File: src/rtl/div_sequencer_pkg.sv
// -----------------------------------------------------------------------------
// div_sequencer_pkg
// Shared definitions for the EX-stage divider sequencer:
//   - ALU control codes that select the multi-cycle divider (DIV / DIVU)
//   - HI/LO write-enable encodings
//   - 2-bit FSM state encoding used by div_sequencer
//   - is_div_op() helper used by the sequencer and by anything that needs to
//     recognise a divide in EX
// -----------------------------------------------------------------------------
package div_sequencer_pkg;

    // ALU control codes routed to the multi-cycle divider.
    localparam logic [4:0] DIV_CONTROL  = 5'b11010;
    localparam logic [4:0] DIVU_CONTROL = 5'b11011;

    // HI/LO write enables: bit 1 = HI, bit 0 = LO.
    localparam logic [1:0] HILO_WR_BOTH = 2'b11;
    localparam logic [1:0] HILO_WR_NONE = 2'b00;

    // Sequencer state encoding.
    typedef enum logic [1:0] {
        ST_IDLE = 2'b00,
        ST_RUN  = 2'b01,
        ST_DONE = 2'b10
    } div_state_e;

    // True when the EX ALU control selects a signed or unsigned divide.
    function automatic logic is_div_op(input logic [4:0] ctrl);
        return (ctrl == DIV_CONTROL) || (ctrl == DIVU_CONTROL);
    endfunction

endpackage

File: src/rtl/div_sequencer_if.sv
// -----------------------------------------------------------------------------
// div_sequencer_if
// Start/ready handshake bundle between the divider sequencer and the external
// multi-cycle divider.
//   div_start   sequencer -> divider  level start, held for the whole run
//   div_signed  sequencer -> divider  1 = DIV, 0 = DIVU
//   div_opa     sequencer -> divider  latched dividend
//   div_opb     sequencer -> divider  latched divisor
//   div_annul   sequencer -> divider  one-cycle abort pulse
//   div_result  divider -> sequencer  {remainder, quotient}
//   div_ready   divider -> sequencer  result valid
// Modports: master = sequencer side, slave = divider side.
// -----------------------------------------------------------------------------
interface div_sequencer_if #(
    parameter int DATA_W = 32
);

    logic                div_start;
    logic                div_signed;
    logic [DATA_W-1:0]   div_opa;
    logic [DATA_W-1:0]   div_opb;
    logic                div_annul;
    logic [2*DATA_W-1:0] div_result;
    logic                div_ready;

    modport master (
        output div_start,
        output div_signed,
        output div_opa,
        output div_opb,
        output div_annul,
        input  div_result,
        input  div_ready
    );

    modport slave (
        input  div_start,
        input  div_signed,
        input  div_opa,
        input  div_opb,
        input  div_annul,
        output div_result,
        output div_ready
    );

endinterface

File: src/rtl/div_watchdog.sv
// -----------------------------------------------------------------------------
// div_watchdog
// Run-length counter guarding against a divider that never answers.
// Ports:
//   clk      in   system clock
//   rst      in   synchronous active-high reset
//   clr      in   restart the count from zero (takes priority over en)
//   en       in   count one cycle
//   expired  out  count has reached TIMEOUT-1 (combinational from the count)
// Parameters:
//   TIMEOUT  number of counted cycles before expiry
//   CNT_W    counter width, 2**CNT_W must exceed TIMEOUT
// -----------------------------------------------------------------------------
module div_watchdog #(
    parameter int TIMEOUT = 48,
    parameter int CNT_W   = 6
) (
    input  logic clk,
    input  logic rst,
    input  logic clr,
    input  logic en,
    output logic expired
);

    localparam logic [CNT_W-1:0] LAST_CNT = CNT_W'(TIMEOUT - 1);

    logic [CNT_W-1:0] cnt_r;

    // Run-length counter: cleared on a new launch, advanced while running.
    always_ff @(posedge clk) begin
        if (rst) begin
            cnt_r <= {CNT_W{1'b0}};
        end else if (clr) begin
            cnt_r <= {CNT_W{1'b0}};
        end else if (en) begin
            cnt_r <= cnt_r + {{(CNT_W-1){1'b0}}, 1'b1};
        end else begin
            cnt_r <= cnt_r;
        end
    end

    // The expiry cycle is the TIMEOUT-th counted cycle (count starts at 0).
    assign expired = (cnt_r == LAST_CNT);

endmodule

File: src/rtl/div_sequencer.sv
// -----------------------------------------------------------------------------
// div_sequencer
// EX-stage controller for the external multi-cycle divider. Detects DIV/DIVU
// in EX, latches the operands, runs the start/ready handshake, stalls the
// front of the pipeline while the divider works, holds the result until EX can
// advance and then drives the HI/LO write. An EX flush cancels the operation
// (with an annul pulse to the divider) and a watchdog aborts a run that takes
// TIMEOUT cycles without a ready.
//
// Ports:
//   clk          in   system clock
//   rst          in   synchronous active-high reset
//   alucontrolE  in   EX ALU control (DIV_CONTROL / DIVU_CONTROL select us)
//   hilowriteE   in   HI/LO write enables from decode (non-div passthrough)
//   srcaE        in   dividend
//   srcbE        in   divisor
//   flushE       in   EX flush, kills the in-flight divide
//   stallE       in   EX held by a later stage
//   div_bus      --   divider handshake (master side of div_sequencer_if)
//   stall_div    out  freeze IF/ID/EX
//   hilowrite2E  out  final HI/LO write enables
//   hilo_wdata   out  {HI,LO} write data
//   div_timeout  out  one-cycle pulse when the watchdog aborts a run
//
// Build option:
//   DIV_ZERO_BYPASS_EN  a divide by zero skips the divider and completes from
//                       IDLE straight to DONE with {dividend, all-ones}.
// -----------------------------------------------------------------------------
module div_sequencer
    import div_sequencer_pkg::*;
#(
    parameter int DATA_W  = 32,
    parameter int TIMEOUT = 48,
    parameter int CNT_W   = 6
) (
    input  logic                  clk,
    input  logic                  rst,
    input  logic [4:0]            alucontrolE,
    input  logic [1:0]            hilowriteE,
    input  logic [DATA_W-1:0]     srcaE,
    input  logic [DATA_W-1:0]     srcbE,
    input  logic                  flushE,
    input  logic                  stallE,
    div_sequencer_if.master       div_bus,
    output logic                  stall_div,
    output logic [1:0]            hilowrite2E,
    output logic [2*DATA_W-1:0]   hilo_wdata,
    output logic                  div_timeout
);

    div_state_e          state_r;
    div_state_e          state_next_s;

    logic                is_div_s;
    logic                launch_s;
    logic                zero_div_s;

    logic [DATA_W-1:0]   opa_r;
    logic [DATA_W-1:0]   opb_r;
    logic                signed_r;
    logic [2*DATA_W-1:0] result_r;

    logic                wd_clr_s;
    logic                wd_en_s;
    logic                wd_expired_s;

    logic                div_start_s;
    logic                div_annul_s;

    assign is_div_s = is_div_op(alucontrolE);

    // A divide is accepted only from IDLE and only if it is not being flushed.
    assign launch_s = (state_r == ST_IDLE) && is_div_s && !flushE;

`ifdef DIV_ZERO_BYPASS_EN
    assign zero_div_s = (srcbE == {DATA_W{1'b0}});
`else
    assign zero_div_s = 1'b0;
`endif

    // Watchdog restarts on every launch and counts only RUN cycles.
    assign wd_clr_s = launch_s;
    assign wd_en_s  = (state_r == ST_RUN);

    div_watchdog #(
        .TIMEOUT (TIMEOUT),
        .CNT_W   (CNT_W)
    ) u_watchdog (
        .clk     (clk),
        .rst     (rst),
        .clr     (wd_clr_s),
        .en      (wd_en_s),
        .expired (wd_expired_s)
    );

    // FSM state register.
    always_ff @(posedge clk) begin
        if (rst) begin
            state_r <= ST_IDLE;
        end else begin
            state_r <= state_next_s;
        end
    end

    // FSM next-state logic; in RUN a flush beats ready, and ready beats expiry.
    always_comb begin
        state_next_s = state_r;
        case (state_r)
            ST_IDLE: begin
                if (launch_s) begin
                    if (zero_div_s) begin
                        state_next_s = ST_DONE;
                    end else begin
                        state_next_s = ST_RUN;
                    end
                end else begin
                    state_next_s = ST_IDLE;
                end
            end
            ST_RUN: begin
                if (flushE) begin
                    state_next_s = ST_IDLE;
                end else if (div_bus.div_ready) begin
                    state_next_s = ST_DONE;
                end else if (wd_expired_s) begin
                    state_next_s = ST_DONE;
                end else begin
                    state_next_s = ST_RUN;
                end
            end
            ST_DONE: begin
                // Leaving DONE means the divide retires (or is flushed) this edge.
                if (flushE) begin
                    state_next_s = ST_IDLE;
                end else if (stallE) begin
                    state_next_s = ST_DONE;
                end else begin
                    state_next_s = ST_IDLE;
                end
            end
            default: begin
                state_next_s = ST_IDLE;
            end
        endcase
    end

    // Operand latch: captured once at launch so the divider sees stable inputs.
    always_ff @(posedge clk) begin
        if (rst) begin
            opa_r    <= {DATA_W{1'b0}};
            opb_r    <= {DATA_W{1'b0}};
            signed_r <= 1'b0;
        end else if (launch_s) begin
            opa_r    <= srcaE;
            opb_r    <= srcbE;
            signed_r <= (alucontrolE == DIV_CONTROL);
        end else begin
            opa_r    <= opa_r;
            opb_r    <= opb_r;
            signed_r <= signed_r;
        end
    end

    // Result register: divider answer, zero on watchdog abort, or bypass value.
    always_ff @(posedge clk) begin
        if (rst) begin
            result_r <= {(2*DATA_W){1'b0}};
        end else if ((state_r == ST_RUN) && !flushE && div_bus.div_ready) begin
            result_r <= div_bus.div_result;
        end else if ((state_r == ST_RUN) && !flushE && wd_expired_s) begin
            result_r <= {(2*DATA_W){1'b0}};
        end else if (launch_s && zero_div_s) begin
            // HI = dividend, LO = all ones, for both DIV and DIVU.
            result_r <= {srcaE, {DATA_W{1'b1}}};
        end else begin
            result_r <= result_r;
        end
    end

    // FSM outputs: handshake, pipeline stall and HI/LO write control.
    always_comb begin
        div_start_s = 1'b0;
        div_annul_s = 1'b0;
        div_timeout = 1'b0;
        stall_div   = 1'b0;
        hilowrite2E = HILO_WR_NONE;
        hilo_wdata  = {(2*DATA_W){1'b0}};
        case (state_r)
            ST_IDLE: begin
                // Holding the div in EX costs the request cycle as a stall.
                stall_div = is_div_s && !flushE;
                if (is_div_s) begin
                    hilowrite2E = HILO_WR_NONE;
                end else begin
                    hilowrite2E = hilowriteE;
                end
            end
            ST_RUN: begin
                div_start_s = 1'b1;
                stall_div   = !flushE;
                if (is_div_s) begin
                    hilowrite2E = HILO_WR_NONE;
                end else begin
                    hilowrite2E = hilowriteE;
                end
                if (flushE) begin
                    div_annul_s = 1'b1;
                end else if (div_bus.div_ready) begin
                    div_annul_s = 1'b0;
                end else if (wd_expired_s) begin
                    div_annul_s = 1'b1;
                    div_timeout = 1'b1;
                end else begin
                    div_annul_s = 1'b0;
                end
            end
            ST_DONE: begin
                hilo_wdata = result_r;
                if (flushE) begin
                    hilowrite2E = HILO_WR_NONE;
                end else begin
                    hilowrite2E = HILO_WR_BOTH;
                end
            end
            default: begin
                hilowrite2E = HILO_WR_NONE;
            end
        endcase
    end

    assign div_bus.div_start  = div_start_s;
    assign div_bus.div_annul  = div_annul_s;
    assign div_bus.div_signed = signed_r;
    assign div_bus.div_opa    = opa_r;
    assign div_bus.div_opb    = opb_r;

endmodule
File: src/flat_wrapper.sv
// flat-port wrapper written by rule: the top's interface ports become plain ports
module div_sequencer_flat import div_sequencer_pkg::*;
#(
    parameter int DATA_W  = 32,
    parameter int TIMEOUT = 48,
    parameter int CNT_W   = 6
)
  (clk, rst, alucontrolE, hilowriteE, srcaE, srcbE, flushE, stallE, stall_div, hilowrite2E, hilo_wdata, div_timeout, div_bus_div_start, div_bus_div_signed, div_bus_div_opa, div_bus_div_opb, div_bus_div_annul, div_bus_div_result, div_bus_div_ready);
  div_sequencer_if #(.DATA_W(DATA_W)) div_bus_i ();
  input  logic clk;
  input  logic rst;
  input  logic [4:0] alucontrolE;
  input  logic [1:0] hilowriteE;
  input  logic [DATA_W-1:0] srcaE;
  input  logic [DATA_W-1:0] srcbE;
  input  logic flushE;
  input  logic stallE;
  output logic stall_div;
  output logic [1:0] hilowrite2E;
  output logic [2*DATA_W-1:0] hilo_wdata;
  output logic div_timeout;
  output wire logic [$bits(div_bus_i.div_start)-1:0] div_bus_div_start;
  output wire logic [$bits(div_bus_i.div_signed)-1:0] div_bus_div_signed;
  output wire logic [$bits(div_bus_i.div_opa)-1:0] div_bus_div_opa;
  output wire logic [$bits(div_bus_i.div_opb)-1:0] div_bus_div_opb;
  output wire logic [$bits(div_bus_i.div_annul)-1:0] div_bus_div_annul;
  input wire logic [$bits(div_bus_i.div_result)-1:0] div_bus_div_result;
  input wire logic [$bits(div_bus_i.div_ready)-1:0] div_bus_div_ready;
  assign div_bus_div_start = div_bus_i.div_start;
  assign div_bus_div_signed = div_bus_i.div_signed;
  assign div_bus_div_opa = div_bus_i.div_opa;
  assign div_bus_div_opb = div_bus_i.div_opb;
  assign div_bus_div_annul = div_bus_i.div_annul;
  assign div_bus_i.div_result = div_bus_div_result;
  assign div_bus_i.div_ready = div_bus_div_ready;
  div_sequencer #(.DATA_W(DATA_W), .TIMEOUT(TIMEOUT), .CNT_W(CNT_W)) u_core (.clk(clk), .rst(rst), .alucontrolE(alucontrolE), .hilowriteE(hilowriteE), .srcaE(srcaE), .srcbE(srcbE), .flushE(flushE), .stallE(stallE), .div_bus(div_bus_i), .stall_div(stall_div), .hilowrite2E(hilowrite2E), .hilo_wdata(hilo_wdata), .div_timeout(div_timeout));
endmodule
File: config.mk
export PLATFORM = sky130hd
export DESIGN_NAME = div_sequencer_flat
export DESIGN_NICKNAME = d
export VERILOG_FILES = /design/src/rtl/div_sequencer_pkg.sv /design/src/rtl/div_sequencer_if.sv /design/src/rtl/div_watchdog.sv /design/src/rtl/div_sequencer.sv /design/src/flat_wrapper.sv
export SDC_FILE = /design/constraint.sdc
export NUM_CORES = 1
export LEC_CHECK = 0
export ABC_CLOCK_PERIOD_IN_PS = 6350
export CAP_MARGIN = 5
export CORE_UTILIZATION = 45
export CTS_CLUSTER_SIZE = 28
export DETAILED_ROUTE_END_ITERATION = 7
export PLACE_DENSITY = 0.84
export RECOVER_POWER = 100
export SLEW_MARGIN = 25
export SYNTH_ARGS = -nofsm -noshare
export SYNTH_HDL_FRONTEND = slang
export SYNTH_SLANG_ARGS = --single-unit
File: constraint.sdc
create_clock -name clk -period 6.35 [get_ports clk]
set_input_delay 1.905 -clock clk [delete_from_list [all_inputs] [get_ports clk]]
set_output_delay 1.905 -clock clk [all_outputs]
set_load 0.01 [all_outputs]
==> impl_metrics.yaml <==
routing:
  ant_nets: 0
  drc: 0
  avgRoutedWirePerCell_um: 16.3
  drt_iter0_drc: 505
  via_per_inst: 5.29
  totalWireLength_mm: 19.5
  via_count: 6342
  dr.pass1.iters: 5
logic_synthesis:
  synth_edf_count: 0
  yosysWarningCount: 0
  syn-num-nets: 916
  synth-seq-cells: 137
  yosysSeqAreaShare_pct: 42.0
  syn_area_mm2: 0.00652
  async_flop_share_pct: 0
  synth_fa_ha_area_share_pct: 0.192
  synth_flop_cell: "dfxtp_1"
  synth-simple-area-share_pct: 22.3
  synth_top_family_by_area: "simple AND/OR/NAND/NOR gates"
  avgSynthCellArea_um2: 8.42
  synth_mux_area_share_pct: 9.99
  ys_types: 33
  synthTopCellsByArea: "dfxtp_1, mux2i_1, nand2_1"
  synth_compound_area_share_pct: 18.8
  synth_cells: 775
  synth.top_cell.area_share_pct: 42.0
  synth.largest_area_cell: "dfxtp_1"
  synthXorXnorAreaFrac_pct: 0.269
sta:
  hold_viol: 0
  setup_viol: 0
  slew_headroom_pct: -114
  rsz0062_at_grt: "false"
  min_period_ps: 5760
  clock_skew_ps: 7.26
  whs_ps: 450
  min_period_over_period_pct: 90.7
  worstMarginPinSlew_ps: 3210
  fin_setup_tns_ps: 0
  fmax_mhz: 174
  slew_violations: 80
critical_path:
  crit_slowest_cell: "nor4_1"
  crit_path_max_incr_delay_ps: 1770
  cp-end-kind: "register"
  cp.required_ps: 6660
  endpoint: "u_core.div_bus.div_opb[30]"
  r2r_setup_slack_ps: 2350
  r2r_end: "u_core.div_bus.div_opb[30]"
  crit_path_start: "alucontrolE[1]"
  rr_startpoint: "u_core.state_r[1]"
  start_kind: "input pin"
  crit_path_max_fanout: 43
  crit_path_cell_trace: "dlygate4sd3_1 > nand4b_1 > nor4_1 > clkbuf_2 > mux2i_1"
  ff2ff_path_depth: 3
  worst-setup-path-type: "in2reg"
  cp_data_arrival_time_ps: 6070
clock_tree:
  root_buffer: "clkbuf_16"
  cts_buffers: 17
  cts_tree: "done"
  htree_levels: 4
  path_clk_slew_ps: 60
  post_cts_buffers: 0
  cts_sinks: 137
  postCtsHoldBufs: 0
  clockBufferDepth: 2
  clock_latency_ps: 420
  post_cts_resized: 0
power_and_ir_drop:
  p_per_area_mw_per_mm2: 207
  power_leakage_nw: 3.62
  ir_drop_uv: 164
finish:
  nets: 1146
  drive_gt1_share_pct: 4.42
  antenna_cells: 0
  fill_cells: 1122
  regArea_mm2: 0.00274
  syn2layout_area_growth_pct: 49.4
  multi_input_area_mm2: 0.00338
die:
  core-area_mm2: 0.0140
  fp.dieW_um: 122
  start_util_pct: 46.6
  io_pins: 275
  die_h_um: 122
  die_area_mm2: 0.0150
  placementRows: 43
place:
  dp_hpwl_mm: 12.5
  gp_congestion: 0.779
  portBuffers: 274
global_route:
  grt_pass1_wl_mm: 29.9
  grt_pass1_vias: 5854
  grt_overflow_total: 0
  grtUsageTotal_pct: 25.8
  grt_max_degree: 104
  antenna_found_initial: 0
flow_run:
  max-cap-violations: 2
run_status:
  violations: "capacitance limit, slew limit"
  status: "finished with violations"
min_path:
  hold_class: "reg2reg"
## logic make-up after synthesis
logic type,after synthesis
AOI/OAI and AO/OA,208
xor gates and xnor gates,2
adders and majority gates,1
buffers and inverters,78
DFF,137
muxes,65
and+or+nand+nor,284
## cell usage in the layout, fill, tap and decap left out, types with 3 or more instances in the layout
| cell type | Yosys | layout |
|---|---|---|
| or3_1 | 3 | 3 |
| clkbuf_8 | 0 | 4 |
| nor2b_1 | 68 | 67 |
| o21ai_0 | 68 | 68 |
| a21oi_1 | 68 | 68 |
| and2_1 | 64 | 28 |
| nor2_1 | 4 | 4 |
| mux2i_1 | 64 | 64 |
| clkbuf_16 | 0 | 17 |
| and2_0 | 0 | 36 |
| dlygate4sd3_1 | 0 | 97 |
| clkbuf_1 | 47 | 7 |
| a22oi_1 | 64 | 64 |
| dfxtp_1 | 137 | 137 |
| inv_1 | 4 | 3 |
| clkdlybuf4s50_1 | 0 | 175 |
| clkinv_2 | 0 | 6 |
| buf_4 | 7 | 7 |
| nand2_1 | 131 | 131 |
## where the power goes
| group | switching, mW | internal (mW) |
|---|---|---|
| Clock | 0.364 | 0.616 |
| Combinational | 0.0635 | 0.0985 |
| Sequential | 0.00457 | 0.868 |
| Total | 0.432 | 1.58 |
## layer usage
metal	vias up	global-route usage (%)	share of wire, %
met1	2966	30.6	41
met4	0	10.1	2.2
met3	25	10.5	9.9
li1	3107	-	-
met5	-	0	0
met2	244	41.4	47
## how the worst min path moves through the flow
stage / start / endpoint / slack [ps] / depth (start not counted)
global placement: u_core.div_bus.div_opa[11] / u_core.div_bus.div_opa[11] / 440 / 2
global route: u_core.div_bus.div_opa[2] / u_core.div_bus.div_opa[2] / 470 / 2
floorplan: u_core.u_watchdog.cnt_r[1] / u_core.u_watchdog.cnt_r[1] / 450 / 2
finish: u_core.div_bus.div_opb[2] / u_core.div_bus.div_opb[2] / 450 / 2
CTS: u_core.div_bus.div_opb[2] / u_core.div_bus.div_opb[2] / 460 / 2
detailed placement: u_core.div_bus.div_opa[22] / u_core.div_bus.div_opa[22] / 450 / 2
## critical path: cells and delay by family
kind,cells,cell delay (ps)
AND/OR/NAND/NOR,2,2020
buffers and inverters,2,1790
multiplexers,1,320
## synth_stat cells, types with 2 or more instances
cell type / number
o21ai_0: 68
nand2b_1: 3
nor2b_1: 68
a22oi_1: 64
nor3_1: 2
o21a_1: 2
mux2i_1: 64
nand2_1: 131
nor2_1: 4
nand3_1: 2
or3_1: 3
xnor2_1: 2
and2_1: 64
clkbuf_1: 47
nand4b_1: 2
buf_6: 12
dfxtp_1: 137
buf_4: 7
buf_2: 8
a21oi_1: 68
o2bb2ai_1: 2
inv_1: 4
## final cells by class
class,instances,share of cell area [%]
clock buffers,24,5.04
clock inverters,8,0.950
inverters,4,0.167
multi-input cells,560,34.7
flip-flops and latches,137,28.1
well taps,180,2.31
repair buffers,285,28.7
## state kept, by name, indices dropped and copies added, names as in the netlist
register                   flops
u_core.state_r                 2
u_core.div_bus.div_signed      1
u_core.u_watchdog.cnt_r        6
u_core.div_bus.div_opb        32
u_core.result_r               64
u_core.div_bus.div_opa        32
## per-stage QoR
| step | power (mW) | instance area, um2 | utilization [%] | setup WS, ps | std cells |
|---|---|---|---|---|---|
| after floorplan | 0.945 | 6520 | - | 1380 | 775 |
| after global placement | 1.05 | 9210 | 65.9 | 758 | 1166 |
| after detailed placement | 1.05 | 9220 | 65.9 | 778 | 1166 |
| after CTS | 2.04 | 9800 | 70.1 | 776 | 1198 |
| after global routing | 2.09 | 9750 | 69.7 | 353 | 1198 |
| final | 2.02 | 9750 | 69.7 | 590 | 1198 |
Note: power is estimated with default switching activity, not from simulation.
